File: src/rtl/acq_sequencer_if.sv
// Control/status bundle between the acquisition sequencer and the ADC, AGC and FIFO blocks.
// master is the sequencer's view; slave is the surrounding logic's view.
interface acq_sequencer_if;
    logic        start;
    logic        stop;
    logic        agc_req;
    logic [11:0] agc_req_data;
    logic [1:0]  adc_mbusy;
    logic        fifo_full;
    logic        adc_ldctrl;
    logic [9:0]  adc_ctrlword;
    logic        adc_enable;
    logic        agc_load;
    logic [11:0] agc_data;
    logic        running;
    logic        overflow;
    logic [2:0]  state;

    modport master (
        input  start, stop, agc_req, agc_req_data, adc_mbusy, fifo_full,
        output adc_ldctrl, adc_ctrlword, adc_enable, agc_load, agc_data, running, overflow, state
    );

    modport slave (
        output start, stop, agc_req, agc_req_data, adc_mbusy, fifo_full,
        input  adc_ldctrl, adc_ctrlword, adc_enable, agc_load, agc_data, running, overflow, state
    );
endinterface

File: src/rtl/acq_sequencer.sv
// Acquisition sequencer: configures both ADC channels, loads the initial AGC code, runs
// acquisition, rate-limits run-time AGC updates and stops on FIFO overflow.
module acq_sequencer #(
    parameter int unsigned CFG_DELAY    = 100,
    parameter int unsigned SETTLE_DELAY = 900,
    parameter logic [9:0]  CTRLWORD     = 10'b0000100100,
    parameter logic [11:0] AGC_INIT     = 12'h333,
    parameter int unsigned AGC_HOLDOFF  = 40,
    parameter bit          AUTO_START   = 1'b1,
    parameter bit          AUTO_RESTART = 1'b0
) (
    input logic              clk,
    input logic              arstn,
    acq_sequencer_if.master  bus
);

    localparam logic [2:0] StIdle    = 3'd0;
    localparam logic [2:0] StCfgWait = 3'd1;
    localparam logic [2:0] StLdWait  = 3'd2;
    localparam logic [2:0] StRun     = 3'd3;

    logic [2:0]  state_q, state_d;
    logic [31:0] cnt_q, cnt_d;
    logic [31:0] hold_q, hold_d;
    logic        auto_q, auto_d;
    logic        ldctrl_q, ldctrl_d;
    logic        enable_q, enable_d;
    logic        load_q, load_d;
    logic [11:0] data_q, data_d;
    logic        running_q, running_d;
    logic        overflow_q, overflow_d;
    logic        pend_q, pend_d;
    logic [11:0] pend_val_q, pend_val_d;

    always_comb begin
        state_d    = state_q;
        cnt_d      = (&cnt_q) ? cnt_q : cnt_q + 32'd1;
        hold_d     = (hold_q != 32'd0) ? hold_q - 32'd1 : 32'd0;
        auto_d     = 1'b0;
        ldctrl_d   = 1'b0;
        load_d     = 1'b0;
        enable_d   = enable_q;
        data_d     = data_q;
        running_d  = running_q;
        overflow_d = overflow_q;
        pend_d     = pend_q;
        pend_val_d = pend_val_q;

        unique case (state_q)
            StIdle: begin
                if (!bus.stop && (bus.start || auto_q)) begin
                    state_d    = StCfgWait;
                    cnt_d      = '0;
                    overflow_d = 1'b0;
                    data_d     = AGC_INIT;
                end
            end
            StCfgWait: begin
                if (bus.stop) begin
                    state_d = StIdle;
                    cnt_d   = '0;
                end else if (cnt_q == CFG_DELAY - 1) begin
                    ldctrl_d = 1'b1;
                    state_d  = StLdWait;
                    cnt_d    = '0;
                end
            end
            StLdWait: begin
                if (bus.stop) begin
                    state_d = StIdle;
                    cnt_d   = '0;
                end else if (cnt_q >= SETTLE_DELAY - 1 && bus.adc_mbusy == 2'b00) begin
                    load_d    = 1'b1;
                    enable_d  = 1'b1;
                    running_d = 1'b1;
                    hold_d    = AGC_HOLDOFF - 1;
                    state_d   = StRun;
                    cnt_d     = '0;
                end
            end
            StRun: begin
                if (bus.stop || bus.fifo_full) begin
                    enable_d  = 1'b0;
                    running_d = 1'b0;
                    pend_d    = 1'b0;
                    cnt_d     = '0;
                    state_d   = StIdle;
                    if (!bus.stop) begin
                        overflow_d = 1'b1;
                        if (AUTO_RESTART) begin
                            state_d = StCfgWait;
                            data_d  = AGC_INIT;
                        end
                    end
                end else begin
                    // Service the older pending code first; a same-cycle request becomes pending.
                    if (pend_q && hold_q == 32'd0) begin
                        load_d = 1'b1;
                        data_d = pend_val_q;
                        pend_d = 1'b0;
                        hold_d = AGC_HOLDOFF - 1;
                    end
                    if (bus.agc_req) begin
                        pend_d     = 1'b1;
                        pend_val_d = bus.agc_req_data;
                    end
                end
            end
            default: begin
                state_d = StIdle;
                cnt_d   = '0;
            end
        endcase
    end

    always_ff @(posedge clk or negedge arstn) begin
        if (!arstn) begin
            state_q    <= StIdle;
            cnt_q      <= '0;
            hold_q     <= '0;
            auto_q     <= AUTO_START;
            ldctrl_q   <= 1'b0;
            enable_q   <= 1'b0;
            load_q     <= 1'b0;
            data_q     <= AGC_INIT;
            running_q  <= 1'b0;
            overflow_q <= 1'b0;
            pend_q     <= 1'b0;
            pend_val_q <= '0;
        end else begin
            state_q    <= state_d;
            cnt_q      <= cnt_d;
            hold_q     <= hold_d;
            auto_q     <= auto_d;
            ldctrl_q   <= ldctrl_d;
            enable_q   <= enable_d;
            load_q     <= load_d;
            data_q     <= data_d;
            running_q  <= running_d;
            overflow_q <= overflow_d;
            pend_q     <= pend_d;
            pend_val_q <= pend_val_d;
        end
    end

    assign bus.adc_ldctrl   = ldctrl_q;
    assign bus.adc_ctrlword = CTRLWORD;
    assign bus.adc_enable   = enable_q;
    assign bus.agc_load     = load_q;
    assign bus.agc_data     = data_q;
    assign bus.running      = running_q;
    assign bus.overflow     = overflow_q;
    assign bus.state        = state_q;

endmodule

File: src/flat_wrapper.sv
// flat-port wrapper written by rule: the top's interface ports become plain ports
module acq_sequencer_flat 
#(
    parameter int unsigned CFG_DELAY    = 100,
    parameter int unsigned SETTLE_DELAY = 900,
    parameter logic [9:0]  CTRLWORD     = 10'b0000100100,
    parameter logic [11:0] AGC_INIT     = 12'h333,
    parameter int unsigned AGC_HOLDOFF  = 40,
    parameter bit          AUTO_START   = 1'b1,
    parameter bit          AUTO_RESTART = 1'b0
)
  (clk, arstn, bus_start, bus_stop, bus_agc_req, bus_agc_req_data, bus_adc_mbusy, bus_fifo_full, bus_adc_ldctrl, bus_adc_ctrlword, bus_adc_enable, bus_agc_load, bus_agc_data, bus_running, bus_overflow, bus_state);
  acq_sequencer_if bus_i ();
  input logic clk;
  input logic arstn;
  input wire logic [$bits(bus_i.start)-1:0] bus_start;
  input wire logic [$bits(bus_i.stop)-1:0] bus_stop;
  input wire logic [$bits(bus_i.agc_req)-1:0] bus_agc_req;
  input wire logic [$bits(bus_i.agc_req_data)-1:0] bus_agc_req_data;
  input wire logic [$bits(bus_i.adc_mbusy)-1:0] bus_adc_mbusy;
  input wire logic [$bits(bus_i.fifo_full)-1:0] bus_fifo_full;
  output wire logic [$bits(bus_i.adc_ldctrl)-1:0] bus_adc_ldctrl;
  output wire logic [$bits(bus_i.adc_ctrlword)-1:0] bus_adc_ctrlword;
  output wire logic [$bits(bus_i.adc_enable)-1:0] bus_adc_enable;
  output wire logic [$bits(bus_i.agc_load)-1:0] bus_agc_load;
  output wire logic [$bits(bus_i.agc_data)-1:0] bus_agc_data;
  output wire logic [$bits(bus_i.running)-1:0] bus_running;
  output wire logic [$bits(bus_i.overflow)-1:0] bus_overflow;
  output wire logic [$bits(bus_i.state)-1:0] bus_state;
  assign bus_i.start = bus_start;
  assign bus_i.stop = bus_stop;
  assign bus_i.agc_req = bus_agc_req;
  assign bus_i.agc_req_data = bus_agc_req_data;
  assign bus_i.adc_mbusy = bus_adc_mbusy;
  assign bus_i.fifo_full = bus_fifo_full;
  assign bus_adc_ldctrl = bus_i.adc_ldctrl;
  assign bus_adc_ctrlword = bus_i.adc_ctrlword;
  assign bus_adc_enable = bus_i.adc_enable;
  assign bus_agc_load = bus_i.agc_load;
  assign bus_agc_data = bus_i.agc_data;
  assign bus_running = bus_i.running;
  assign bus_overflow = bus_i.overflow;
  assign bus_state = bus_i.state;
  acq_sequencer #(.CFG_DELAY(CFG_DELAY), .SETTLE_DELAY(SETTLE_DELAY), .CTRLWORD(CTRLWORD), .AGC_INIT(AGC_INIT), .AGC_HOLDOFF(AGC_HOLDOFF), .AUTO_START(AUTO_START), .AUTO_RESTART(AUTO_RESTART)) u_core (.clk(clk), .arstn(arstn), .bus(bus_i));
endmodule
File: config.mk
export PLATFORM = sky130hd
export DESIGN_NAME = acq_sequencer_flat
export DESIGN_NICKNAME = d
export VERILOG_FILES = /design/src/rtl/acq_sequencer_if.sv /design/src/rtl/acq_sequencer.sv /design/src/flat_wrapper.sv
export SDC_FILE = /design/constraint.sdc
export NUM_CORES = 1
export LEC_CHECK = 0
export CAP_MARGIN = 5
export CORE_MARGIN = 4
export CORE_UTILIZATION = 52
export DETAILED_ROUTE_END_ITERATION = 10
export GPL_TIMING_DRIVEN = 0
export PLACE_DENSITY = 0.87
export SLEW_MARGIN = 20
export SYNTH_ARGS = -nofsm -noshare
export SYNTH_HDL_FRONTEND = slang
export SYNTH_SLANG_ARGS = --single-unit
File: constraint.sdc
create_clock -name clk -period 2.5 [get_ports clk]
set_input_delay 0.25 -clock clk [delete_from_list [all_inputs] [get_ports clk]]
set_output_delay 0.25 -clock clk [all_outputs]
set_load 0.03 [all_outputs]
==> flow_metrics.env <==
export IMPL_status="completed"
export IMPL_endpoint_kind="flop"
export IMPL_clockBufferDepth=2
export IMPL_start_util_pct=53.6
export IMPL_worstPathArrival_ps=2670
export IMPL_synth_most_common_cell="dfrtp_1"
export IMPL_wl_per_cell_um=16.6
export IMPL_gp_congestion=0.927
export IMPL_area_delta_synth_final_pct=17.8
export IMPL_htreeDepth=3
export IMPL_drc=0
export IMPL_r2r_start="u_core.hold_q[13]$_DFF_PN0_"
export IMPL_reg2reg_slack_ps=90
export IMPL_synth_top_family_by_area="simple AND/OR/NAND/NOR gates"
export IMPL_synth_xor_area_share_pct=6.54
export IMPL_avgSynthCellArea_um2=9.76
export IMPL_dieArea_um2=11200
export IMPL_drt_antenna_violating_nets=0
export IMPL_drt_iter0_drc=334
export IMPL_die_x_um=106
export IMPL_synth_compound_area_share_pct=11.5
export IMPL_final_max_slew_viol_count=0
export IMPL_io_buffers=38
export IMPL_antenna_found_initial=0
export IMPL_clock_sinks=96
export IMPL_gr_total_overflow=0
export IMPL_rr_worst_depth=8
export IMPL_synth_simple_area_share_pct=22.4
export IMPL_yosysTopAreaCell="dfrtp_1"
export IMPL_power_density_nw_per_um2=566
export IMPL_crit_fanout=10
export IMPL_dp_hpwl_um=8130
export IMPL_grt_max_degree=83
export IMPL_cts_clk_slew_worst_paths_ps=110
export IMPL_synth_top_area_share_pct=44.9
export IMPL_pin_count=50
export IMPL_synth_seq_cells=96
export IMPL_required_ps=2760
export IMPL_hold_viol=0
export IMPL_dr_pass1_iters=6
export IMPL_synthFlopType="dfrtp_1"
export IMPL_clock_latency_ps=370
export IMPL_antenna_cells=0
export IMPL_max_cap_viol_count=0
export IMPL_core_um2=9240
export IMPL_timing_rr_end="u_core.hold_q[21]$_DFF_PN0_"
export IMPL_ys_top_cells_by_area="dfrtp_1, xnor2_1, nor2_1"
export IMPL_relSlewSlack_pct=53.0
export IMPL_cp_start_kind="flop"
export IMPL_setup_tns_ps=0
export IMPL_cts_made_buffers=9
export IMPL_peakVddDrop_mv=0.445
export IMPL_clockRootBuffer="clkbuf_8"
export IMPL_postSynthCellCount=508
export IMPL_worst_hold_slack_ps=256
export IMPL_hold_path_class="primary input to async pin"
export IMPL_yosysSeqAreaShare_pct=48.6
export IMPL_wirelength_um=11700
export IMPL_grt_pass1_vias=4210
export IMPL_die_height_um=106
export IMPL_synthMuxAreaShare_pct=5.35
export IMPL_final_nets=595
export IMPL_cp_startpoint="u_core.hold_q[13]$_DFF_PN0_"
export IMPL_nFillCells=701
export IMPL_cts_tree="done"
export IMPL_p_leak_nw=2.35
export IMPL_tightestPinTransition_ps=698
export IMPL_critPathKind="flop to flop"
export IMPL_yosysWarnings=0
export IMPL_via_per_inst=5.94
export IMPL_fmax_ghz=0.415
export IMPL_synthTopCellsByCount="dfrtp_1, nor2_1, nand2_1"
export IMPL_synthArstFlopShare_pct=100
export IMPL_period_minus_slack_ps=2410
export IMPL_synth_fa_ha_area_share_pct=0.757
export IMPL_setup_viol=0
export IMPL_period_share_pct=96.4
export IMPL_netlist_area_um2=4960
export IMPL_grt_first_pass_wirelength_um=19800
export IMPL_cp_endpoint="u_core.hold_q[21]$_DFF_PN0_"
export IMPL_track_usage_pct=21.5
export IMPL_ys_types=51
export IMPL_fin_worst_skew_ps=12.6
export IMPL_num_vias=4196
export IMPL_layout_drive_gt1_share_pct=12.5
export IMPL_synth_enable_flop_cells=0
export IMPL_fp_row_count=35
worst max-delay path, stage by stage (launching register included):
cell and delay [ps]:
dfrtp_1 420, or4_1 570, nand4bb_1 210, buf_4 190
nor4_4 320, or2_1 150, buf_4 180, buf_4 190
nor2_1 60
layer usage:
| layer | share of wire (%) | wire length (um) | GRT usage (%) | up-vias |
|---|---|---|---|---|
| met2 | 51 | 5930 | 36.1 | 135 |
| met1 | 43 | 5030 | 28.1 | 2063 |
| met3 | 4.5 | 525 | 3.92 | 33 |
| met5 | 0 | 0 | 0 | - |
| met4 | 1.8 | 210 | 7.31 | 0 |
| li1 | - | - | - | 1965 |
where the power goes:
part / internal, W / leakage (nW) / switching, W / total [W]
clock: 0.000380 / 0.0828 / 0.000589 / 0.000968
combinational: 0.000221 / 1.10 / 0.000341 / 0.000562
sequential: 0.00165 / 1.17 / 0.000119 / 0.00177
cell families after synthesis:
group,after synthesis
and+or+nand+nor,210
adders and majority gates,3
xor gates and xnor gates,37
buffers and inverters,44
other,2
AOI/OAI and AO/OA,91
DFF,96
muxes,25
placed cells by master, fill, tap and decap left out, types with 14 or more instances in the layout:
master / instances
o21ai_0: 27
or3_1: 20
nor2_1: 58
dfrtp_1: 89
clkdlybuf4s50_1: 37
buf_4: 19
nand4_1: 14
nand3_1: 16
a22oi_1: 18
xnor2_1: 29
nand2_1: 31
a21oi_1: 20
nor4_1: 22
registers in the layout, indices dropped and copies added, names as in the netlist:
signal / cells
u_core.pend_val_q: 12
u_core.bus.adc_enable: 1
u_core.bus.agc_data: 12
u_core.bus.state: 2
u_core.bus.adc_ldctrl: 1
u_core.pend_q: 1
u_core.bus.overflow: 1
u_core.hold_q: 32
u_core.bus.agc_load: 1
u_core.cnt_q: 32
u_core.auto_q: 1
per-stage QoR:
stage | std cells | cell area (um^2) | utilization (%) | power, W | setup slack, ps
2_1_floorplan | 518 | 4990 | - | 0.00213 | 128
3_3_place_gp | 685 | 5540 | 59.9 | 0.00230 | -2210
3_5_place_dp | 686 | 5560 | 60.2 | 0.00234 | -232
4_1_cts | 705 | 5800 | 62.8 | 0.00332 | 9.51
5_1_grt | 706 | 5840 | 63.2 | 0.00347 | -9.72
6_report | 706 | 5840 | 63.2 | 0.00330 | 89.2
final cells by class:
cell class	instances	area (um^2)	area share (%)
multi-input combinational	378	2390	40.9
inverter	8	30.0	0.514
sequential	96	2410	41.3
timing repair buffer	44	449	7.70
clock inverter	7	66.3	1.14
tap	129	161	2.77
buffer	35	208	3.56
clock buffer	9	124	2.12
worst min path at each step:
stage	from	endpoint	slack, ps	depth (start not counted)
after global routing	arstn	u_core.hold_q[6]$_DFF_PN0_	250	2
final	arstn	u_core.hold_q[6]$_DFF_PN0_	260	2
after global placement	u_core.pend_q$_DFFE_PN0P_	u_core.pend_q$_DFFE_PN0P_	480	2
after detailed placement	arstn	u_core.hold_q[29]$_DFF_PN0_	80	1
after CTS	arstn	u_core.hold_q[5]$_DFF_PN0_	250	2
after floorplan	arstn	u_core.bus.adc_enable$_DFFE_PN0P_	-50	0
repair_timing:
| item | in CTS | in global routing |
|---|---|---|
| gates resized for setup | 6 | 9 |
| hold buffers | 1 | 0 |
| setup endpoints to repair | 61 | 61 |
| hold endpoints to repair | 14 | 0 |
| pin swaps | 1 | 1 |
| buffers inserted | 2 | 2 |
(Power assumes the default switching activity.)
